`src/rtl/tt_tatzel_spi_cfg.sv`:
```
// rtl/tt_tatzel_spi_cfg.sv - SPI mode-0 responder exposing an 8x8 configuration file on the pads
module tt_tatzel_spi_cfg #(
    parameter int SYNC_STAGES = 2,
    parameter int NREGS       = 8
) (
    input  logic       clk,
    input  logic       rst_n,
    input  logic       ena,
    input  logic [7:0] ui_in,
    input  logic [7:0] uio_in,
    output logic [7:0] uo_out,
    output logic [7:0] uio_out,
    output logic [7:0] uio_oe
);

    typedef enum logic [2:0] {
        IDLE,
        CMD,
        DATA,
        DONE,
        HOLD
    } state_t;

    state_t state;
    state_t state_next;

    logic [SYNC_STAGES-1:0] sclk_sync;
    logic [SYNC_STAGES-1:0] cs_sync;
    logic [SYNC_STAGES-1:0] mosi_sync;
    logic                   sclk_s;
    logic                   cs_s;
    logic                   mosi_s;
    logic                   sclk_prev;
    logic                   cs_prev;
    logic                   sclk_rise;
    logic                   sclk_fall;
    logic                   cs_fall;

    logic [2:0]             cnt;
    logic [7:0]             shreg;
    logic [7:0]             shift_in;
    logic [7:0]             shout;
    logic                   miso_r;
    logic                   wr;
    logic [2:0]             addr;
    logic [7:0]             regs [NREGS];
    logic                   miso;

    // Pad synchronizers; CS_N resets high so nothing looks selected out of reset
    always_ff @(posedge clk or negedge rst_n) begin
        if (!rst_n) begin
            sclk_sync <= '0;
            cs_sync   <= '1;
            mosi_sync <= '0;
            sclk_prev <= 1'b0;
            cs_prev   <= 1'b1;
        end else begin
            sclk_sync <= {sclk_sync[SYNC_STAGES-2:0], ui_in[0]};
            cs_sync   <= {cs_sync[SYNC_STAGES-2:0], ui_in[1]};
            mosi_sync <= {mosi_sync[SYNC_STAGES-2:0], ui_in[2]};
            sclk_prev <= sclk_s;
            cs_prev   <= cs_s;
        end
    end

    assign sclk_s    = sclk_sync[SYNC_STAGES-1];
    assign cs_s      = cs_sync[SYNC_STAGES-1];
    assign mosi_s    = mosi_sync[SYNC_STAGES-1];
    assign sclk_rise = sclk_s & ~sclk_prev;
    assign sclk_fall = ~sclk_s & sclk_prev;
    assign cs_fall   = cs_prev & ~cs_s;
    assign shift_in  = {shreg[6:0], mosi_s};

    // Frame state register
    always_ff @(posedge clk or negedge rst_n) begin
        if (!rst_n) begin
            state <= IDLE;
        end else begin
            state <= state_next;
        end
    end

    // Next-state: CS_N high before the 16th rise aborts; ena low parks the block in IDLE
    always_comb begin
        state_next = state;
        case (state)
            IDLE: begin
                if (ena && cs_fall) begin
                    state_next = CMD;
                end
            end
            CMD: begin
                if (cs_s) begin
                    state_next = IDLE;
                end else if (sclk_rise && cnt == 3'd7) begin
                    state_next = DATA;
                end
            end
            DATA: begin
                if (cs_s) begin
                    state_next = IDLE;
                end else if (sclk_rise && cnt == 3'd7) begin
                    state_next = DONE;
                end
            end
            DONE: begin
                state_next = HOLD;
            end
            HOLD: begin
                if (cs_s) begin
                    state_next = IDLE;
                end
            end
            default: begin
                state_next = IDLE;
            end
        endcase
        if (!ena) begin
            state_next = IDLE;
        end
    end

    // Shift datapath, read snapshot at end of CMD, and register file update in DONE
    always_ff @(posedge clk or negedge rst_n) begin
        if (!rst_n) begin
            cnt    <= 3'd0;
            shreg  <= 8'h00;
            shout  <= 8'h00;
            miso_r <= 1'b0;
            wr     <= 1'b0;
            addr   <= 3'd0;
            for (int i = 0; i < NREGS; i++) begin
                regs[i] <= 8'h00;
            end
        end else begin
            case (state)
                IDLE: begin
                    cnt    <= 3'd0;
                    miso_r <= 1'b0;
                end
                CMD: begin
                    if (!cs_s && sclk_rise) begin
                        shreg <= shift_in;
                        cnt   <= cnt + 3'd1;
                        if (cnt == 3'd7) begin
                            wr     <= shreg[6];
                            addr   <= shift_in[2:0];
                            shout  <= regs[shift_in[2:0]];
                            miso_r <= 1'b0;
                        end
                    end
                end
                DATA: begin
                    if (!cs_s) begin
                        if (sclk_rise) begin
                            shreg <= shift_in;
                            cnt   <= cnt + 3'd1;
                        end
                        if (sclk_fall) begin
                            miso_r <= shout[7];
                            shout  <= {shout[6:0], 1'b0};
                        end
                    end
                end
                DONE: begin
                    if (wr && addr != 3'd7) begin
                        regs[addr] <= shreg;
                    end
                    regs[7] <= regs[7] + 8'd1;
                end
                HOLD: begin
                    miso_r <= 1'b0;
                end
                default: begin
                    miso_r <= 1'b0;
                end
            endcase
        end
    end

    assign miso    = (state == DATA) & miso_r;
    assign uo_out  = regs[0];
    assign uio_out = {regs[1][7:1], miso};
    assign uio_oe  = {regs[2][7:1], ~cs_s};

    logic unused_ok;
    assign unused_ok = &{1'b0, uio_in, ui_in[7:3], regs[1][0], regs[2][0]};

endmodule

```
`config.mk`:
```
export PLATFORM = sky130hd
export DESIGN_NAME = tt_tatzel_spi_cfg
export DESIGN_NICKNAME = d
export VERILOG_FILES = /design/src/rtl/tt_tatzel_spi_cfg.sv
export SDC_FILE = /design/constraint.sdc
export NUM_CORES = 1
export LEC_CHECK = 0
export CORE_MARGIN = 2
export CORE_UTILIZATION = 60
export DETAILED_ROUTE_END_ITERATION = 8
export PLACE_DENSITY = 0.83
export SLEW_MARGIN = 20
export SYNTH_ARGS = -nofsm -noshare
export SYNTH_HDL_FRONTEND = slang
export SYNTH_SLANG_ARGS = --single-unit
```
`constraint.sdc`:
```
create_clock -name clk -period 4.8 [get_ports clk]
set_input_delay 0.48 -clock clk [delete_from_list [all_inputs] [get_ports clk]]
set_output_delay 0.48 -clock clk [all_outputs]
set_load 0.05 [all_outputs]
```
==> reports/summary.log, run 1 <==
INFO  placed_design  place_inst=434
INFO  clock_network  tritoncts.num_buffers=9
INFO  timing         maxSlewHeadroom=22.7%
INFO  clock_network  numClockSinks=99
INFO  floorplanning  floorplan.die.width=92.5um
INFO  timing         drv_slew=0
INFO  finish         register_area=2480um^2
INFO  job            max_cap_violations=0
INFO  critical_path  critical_path_at=3.23ns
INFO  grt            grt_pass1_vias=2754
INFO  finish         final_cell_count_no_fill=450
INFO  synthesis      mappedNetlistArea=4700um^2
INFO  synthesis      ys_async_sr_fraction=100%
INFO  synthesis      avgSynthCellArea=13.7um^2
INFO  power          leakage=2.42nW
INFO  timing         timing_worst_slew_pin_value=1.16ns
INFO  hold_path      hold_class=primary input to asynchronous set/reset pin
INFO  drt            via_count=2657
INFO  synthesis      syn_inst=343
INFO  critical_path  worstReg2RegStart=state[0]
INFO  finish         layout_common_cells=96 x sky130_fd_sc_hd__dfrtp_1, 71 x sky130_fd_sc_hd__mux2_2, 28 x sky130_fd_sc_hd__clkdlybuf4s50_1
INFO  clock_network  largest_buffer_count_on_any_clock_path=2
INFO  critical_path  worstReg2RegEnd=regs[24]
INFO  grt            grt_first_pass_wirelength=14700um
INFO  grt            grt.overflow.total=0
INFO  critical_path  rrSetupSlack=1.83ns
INFO  timing         grt_setup_unrepaired=no
INFO  clock_network  clk_root_buffer_cell=sky130_fd_sc_hd__clkbuf_8
INFO  synthesis      synth.distinct_cells=47
INFO  finish         mostFrequentLayoutCell=sky130_fd_sc_hd__dfrtp_1
INFO  synthesis      number_of_synthesized_register_bits=99
INFO  critical_path  critPathMaxFanout=13
INFO  drt            vias_per_cell=5.90
INFO  finish         final_layout_size_suffix_gt1_share=33.0%
INFO  finish         nFillCells=531
INFO  synthesis      synth_edf_count=0
INFO  clock_network  post_cts_gate_resize_count=0
INFO  grt            grt_start_max_net_pins=52
INFO  critical_path  setup.worst_path.class=flop to flop
INFO  outcome        run_status=finished clean
INFO  timing         fin_ws=1.83ns
INFO  power          power_density=289nW/um^2
INFO  clock_network  cts.htree.levels=3
INFO  drt            avgRoutedWirePerCell=19.6um
INFO  placed_design  dpl.hpwl=5810um
INFO  synthesis      ys_warn_count=0
INFO  critical_path  cp.required=5.05ns
INFO  drt            drc_errors=0
INFO  critical_path  timing.critical_path.from_type=flop
INFO  clock_network  tritoncts=done
INFO  timing         final.setup_skew=0.0121ns
INFO  drt            drt_pre_antenna_iters=4
INFO  synthesis      synth_top_area_cell=sky130_fd_sc_hd__dfrtp_1
INFO  timing         fmaxAchievable=336MHz
INFO  timing         setup-violations-final=0
INFO  clock_network  post_cts_buffers=0
INFO  synthesis      synth_top_cell_area_share=51.2%
INFO  floorplanning  chip_height=92.5um
INFO  critical_path  r2r_cells=4
INFO  clock_network  holdBufCountCts=0
INFO  drt            final_antenna_net_count=0
INFO  floorplanning  fp.coreArea=7650um^2
INFO  timing         setup_total_negative_slack=0ns
INFO  finish         final_core_utilization=66.1%
INFO  finish         multiInputGateArea=1940um^2
INFO  placed_design  io_buffers=29
INFO  grt            antenna_found_initial=0
INFO  grt            grtUsageTotal=22.7%
INFO  power          max-vdd-ir-drop=0.202mV
INFO  floorplanning  number_of_placement_rows=32
INFO  finish         finalNetCount=365
INFO  floorplanning  pin_count=43
INFO  synthesis      netlist_top_cells_area=sky130_fd_sc_hd__dfrtp_1 51%, sky130_fd_sc_hd__mux2_2 17%, sky130_fd_sc_hd__mux4_2 6.7%
INFO  timing         period_needed=2.97ns
INFO  finish         postLayoutCellArea=5050um^2
INFO  synthesis      synth_top_flop_cell=sky130_fd_sc_hd__dfrtp_1
INFO  synthesis      synth_sequential_area_ratio=52.8%
INFO  synthesis      synthesis.nets=365
INFO  finish         area_growth_syn_to_layout=7.57%
INFO  clock_network  clock_insertion_delay_worst_skew=0.37ns
INFO  timing         timing.final.hold_violations=0
INFO  critical_path  timing.critical_path.to_type=flop
INFO  finish         antenna_cells_inserted=0
INFO  drt            drt_wl_total=8820um
INFO  timing         post-route-period-util=62.0%
INFO  floorplanning  die-area=8550um^2
INFO  drt            detail_route.iter0.violations=144
INFO  placed_design  postPlaceCellArea=4860um^2
INFO  placed_design  gpl.final_weighted_congestion=0.797
INFO  clock_network  cts.reportedPaths.clkPinSlew=0.11ns
INFO  floorplanning  start_util=61.4%
INFO  placed_design  placement.setup.worst_slack=1.89ns
cell usage after synthesis (all sizes together), types with 3 or more instances:
library cell / instances
ha: 3
nand2: 20
maj3: 3
dfrtp: 96
a31oi: 4
mux4: 14
a21oi: 4
nor3: 3
dfstp: 3
mux2i: 6
nand4: 5
xnor2: 5
nand2b: 3
inv: 4
nand3: 4
nor2b: 7
o21ai: 5
o22a: 3
mux2: 72
buf: 38
clkbuf: 3
nor2: 12
or3: 3
stage by stage:
step                power (W)  hold slack (ns)
global placement     0.000951            0.335
global route          0.00152            0.172
CTS                   0.00146            0.146
detailed placement   0.000952            0.336
finish                0.00146            0.111
floorplan            0.000920            0.184
critical path: stages, from the launching register on:
cell and delay, ns:
sky130_fd_sc_hd__dfrtp_1 0.58, sky130_fd_sc_hd__and3b_1 0.64, sky130_fd_sc_hd__nand3b_2 0.26, sky130_fd_sc_hd__nor2b_1 0.94
sky130_fd_sc_hd__mux2_2 0.43
layer usage:
metal	vias up	routed length [um]	track usage, %
li1	1216	-	-
met3	8	397	5.78
met4	0	126	5.60
met1	1380	3990	32.0
met2	53	4310	35.6
met5	-	0	0
cells by family (layout without fill, tap and decap cells):
group / count (synthesis) / in the layout / synth area share (%)
DFF: 99 / 99 / 52.8
muxes: 92 / 92 / 25.3
AOI/OAI and AO/OA: 24 / 24 / 3.52
and+or+nand+nor: 70 / 70 / 9.73
adders and majority gates: 6 / 6 / 1.44
xor gates and xnor gates: 7 / 7 / 1.31
buffers and inverters: 45 / 50 / 5.92
area by class of cell:
cell class | instances | share of cell area [%]
well taps | 102 | 2.53
inverters | 4 | 0.297
clock buffers | 9 | 2.45
clock inverters | 7 | 1.41
repair buffers | 30 | 5.85
multi-input cells | 199 | 38.3
flip-flops and latches | 99 | 49.1
sequential cells by signal, summed over array words and instances, names as in the netlist, 2 cells and up:
signal and cells:
sclk_sync 2, cs_sync 2, uio_oe 7, mosi_sync 2
state 3, shreg 8, uio_out 7, uo_out 8
cnt 3, addr 3, regs 42, shout 8
worst max-delay path by stage:
stage	from	end	slack, ns	cells after the start
after CTS	state[0]	regs[24]	1.88	4
final	state[0]	regs[24]	1.83	4
after global routing	state[1]	regs[24]	1.76	4
after global placement	state[0]	regs[25]	1.96	4
after floorplan	cnt[0]	cnt[2]	3.01	5
after detailed placement	state[0]	regs[24]	1.89	4
report_power, final:
group	internal [W]	switching (W)
clock	0.000203	0.000324
combinational	0.0000275	0.0000336
sequential	0.000841	0.0000323
total	0.00107	0.000390
No activity file was read; power rests on OpenSTA's default activity.
==> inputs of run 2 (changes only) <==
Settings changed: CORE_UTILIZATION 60 to 57, PLACE_DENSITY 0.83 to 0.79.
Clock period 4.8 ns to 2.95 ns, I/O delays scaled along.
==> run 2 against run 1 <==
  * Global-route usage decreased by 1.1 points
  * Worst hold slack improved by 0.24 ns
  * Critical endpoint is now uio_out[0]
  * Clock power increased by 94%
  * Register-to-register slack got worse by 1.0 ns
  * Flip-flop and latch count unchanged
==> reports/summary.log, run 2 (same netlist as run 1, synthesis figures left out) <==
INFO  placed_design  io_buffers=29
INFO  floorplanning  start_util=58.0%
INFO  finish         finalNetCount=371
INFO  grt            grt.overflow.total=0
INFO  grt            grt_pass1_vias=2763
INFO  timing         post-route-period-util=84.6%
INFO  placed_design  dpl.hpwl=5940um
INFO  timing         fin_ws=0.454ns
INFO  timing         period_needed=2.50ns
INFO  finish         number_of_flip_flops_in_the_largest_register=42
INFO  finish         layout_common_cells=96 x sky130_fd_sc_hd__dfrtp_1, 71 x sky130_fd_sc_hd__mux2_2, 28 x sky130_fd_sc_hd__clkdlybuf4s50_1
INFO  floorplanning  fp.coreArea=8090um^2
INFO  finish         final_core_utilization=63.6%
INFO  critical_path  timing.critical_path.to_type=output port
INFO  critical_path  r2r_cells=4
INFO  timing         drv_slew=0
INFO  critical_path  cp.required=2.65ns
INFO  power          pnr_total_power=0.00255W
INFO  grt            antenna_found_initial=0
INFO  critical_path  rrSetupSlack=0.80ns
INFO  timing         timing.final.hold_violations=0
INFO  finish         nFillCells=616
INFO  drt            drt_pre_antenna_iters=4
INFO  placed_design  gpl.final_weighted_congestion=0.801
INFO  hold_path      holdPathEnd=cs_sync[0]
INFO  critical_path  critical_path_at=2.20ns
INFO  grt            grt_start_max_net_pins=54
INFO  timing         setup_total_negative_slack=0ns
INFO  hold_path      hold_class=primary input to flop
INFO  floorplanning  die-area=8980um^2
INFO  critical_path  worstReg2RegEnd=shout[2]
INFO  timing         final.setup_skew=0.00819ns
INFO  floorplanning  floorplan.die.width=94.8um
INFO  floorplanning  pin_count=43
INFO  clock_network  clk_root_buffer_cell=sky130_fd_sc_hd__clkbuf_8
INFO  drt            drt_wl_total=8760um
INFO  placed_design  placement.setup.worst_slack=0.807ns
INFO  critical_path  critPathMaxFanout=13
INFO  grt            grtUsageTotal=21.6%
INFO  timing         setup-violations-final=0
INFO  clock_network  largest_buffer_count_on_any_clock_path=2
INFO  drt            final_antenna_net_count=0
INFO  floorplanning  number_of_placement_rows=33
INFO  critical_path  timing.critical_path.from_type=flop
INFO  hold_path      worst_hold_path.num_cells=1
INFO  drt            vias_per_cell=5.74
INFO  drt            drc_errors=0
INFO  timing         maxSlewHeadroom=27.0%
INFO  floorplanning  chip_height=94.8um
INFO  hold_path      min_from=ui_in[1]
INFO  clock_network  tritoncts.num_buffers=9
INFO  clock_network  tritoncts=done
INFO  timing         grt_setup_unrepaired=no
INFO  timing         timing_worst_slew_pin_value=1.09ns
INFO  finish         mostFrequentLayoutCell=sky130_fd_sc_hd__dfrtp_1
INFO  job            max_cap_violations=0
INFO  clock_network  numClockSinks=99
INFO  finish         area_growth_syn_to_layout=9.62%
INFO  clock_network  clock_insertion_delay_worst_skew=0.35ns
INFO  critical_path  setup.worst_path.class=flop to output port
INFO  outcome        run_status=finished clean
INFO  finish         antenna_cells_inserted=0
INFO  power          power_density=495nW/um^2
INFO  finish         final_layout_size_suffix_gt1_share=33.6%
INFO  finish         max_flop_register=regs
INFO  power          max-vdd-ir-drop=0.369mV
INFO  clock_network  cts.reportedPaths.clkPinSlew=0.09ns
INFO  power          leakage=2.48nW
INFO  grt            grt_first_pass_wirelength=14400um
INFO  clock_network  cts.htree.levels=3
INFO  drt            via_count=2635
INFO  critical_path  worstReg2RegStart=shreg[1]
INFO  clock_network  post_cts_buffers=0
INFO  drt            detail_route.iter0.violations=167
INFO  timing         fmaxAchievable=401MHz
INFO  drt            avgRoutedWirePerCell=19.1um
## run 2: how the worst max path moves through the flow
stage	startpoint	end	slack (ns)	cells past startpoint
after floorplan	cnt[0]	cnt[2]	1.16	5
after global placement	shreg[1]	shout[2]	0.82	4
after detailed placement	shreg[1]	shout[2]	0.81	4
after CTS	state[0]	uio_out[0]	0.44	4
after global routing	state[0]	uio_out[0]	0.31	4
final	state[0]	uio_out[0]	0.45	4
## run 2: power by group
part | switching [W] | internal [W] | total (W)
Sequential | 0.0000508 | 0.00137 | 0.00142
Combinational | 0.0000556 | 0.0000472 | 0.000103
Clock | 0.000456 | 0.000567 | 0.00102
Total | 0.000563 | 0.00198 | 0.00255
## run 2: what timing repair did
action | 4_1_cts | 5_1_grt
endpoints found under the hold margin | 29 | 0
hold buffers | 1 | 0
gates resized for setup | 0 | 0
## run 2: metal layers
layer | wire length, um | GRT usage, % | vias up
li1 | - | - | 1229
met1 | 4130 | 31.2 | 1364
met2 | 4330 | 34.6 | 34
met3 | 199 | 3.35 | 8
met4 | 96 | 5.43 | 0
met5 | 0 | 0 | -
## run 2: critical path, stage by stage (launching register included)
cell and delay [ns]:
sky130_fd_sc_hd__dfrtp_1 0.52, sky130_fd_sc_hd__nand2b_1 0.23, sky130_fd_sc_hd__nor2_1 0.17, sky130_fd_sc_hd__and2_1 0.14, sky130_fd_sc_hd__clkdlybuf4s50_1 0.79
## run 2: final cells by class
cell class              instances  area (um^2)  area share [%]
repair buffers                 36          343            6.66
clock inverters                 6          113            2.19
clock buffers                  10          128            2.48
inverters                       4         15.0           0.292
multi-input cells             199         1940            37.6
flip-flops and latches         99         2480            48.2
well taps                     105          131            2.55
## run 2: through the flow
step / cells / hold slack [ns] / cell area, um^2
3_3_place_gp: 442 / 0.336 / 4900
3_5_place_dp: 442 / 0.341 / 4900
4_1_cts: 459 / 0.341 / 5150
5_1_grt: 459 / 0.330 / 5150
2_1_floorplan: 343 / -0.000591 / 4700
6_report: 459 / 0.347 / 5150
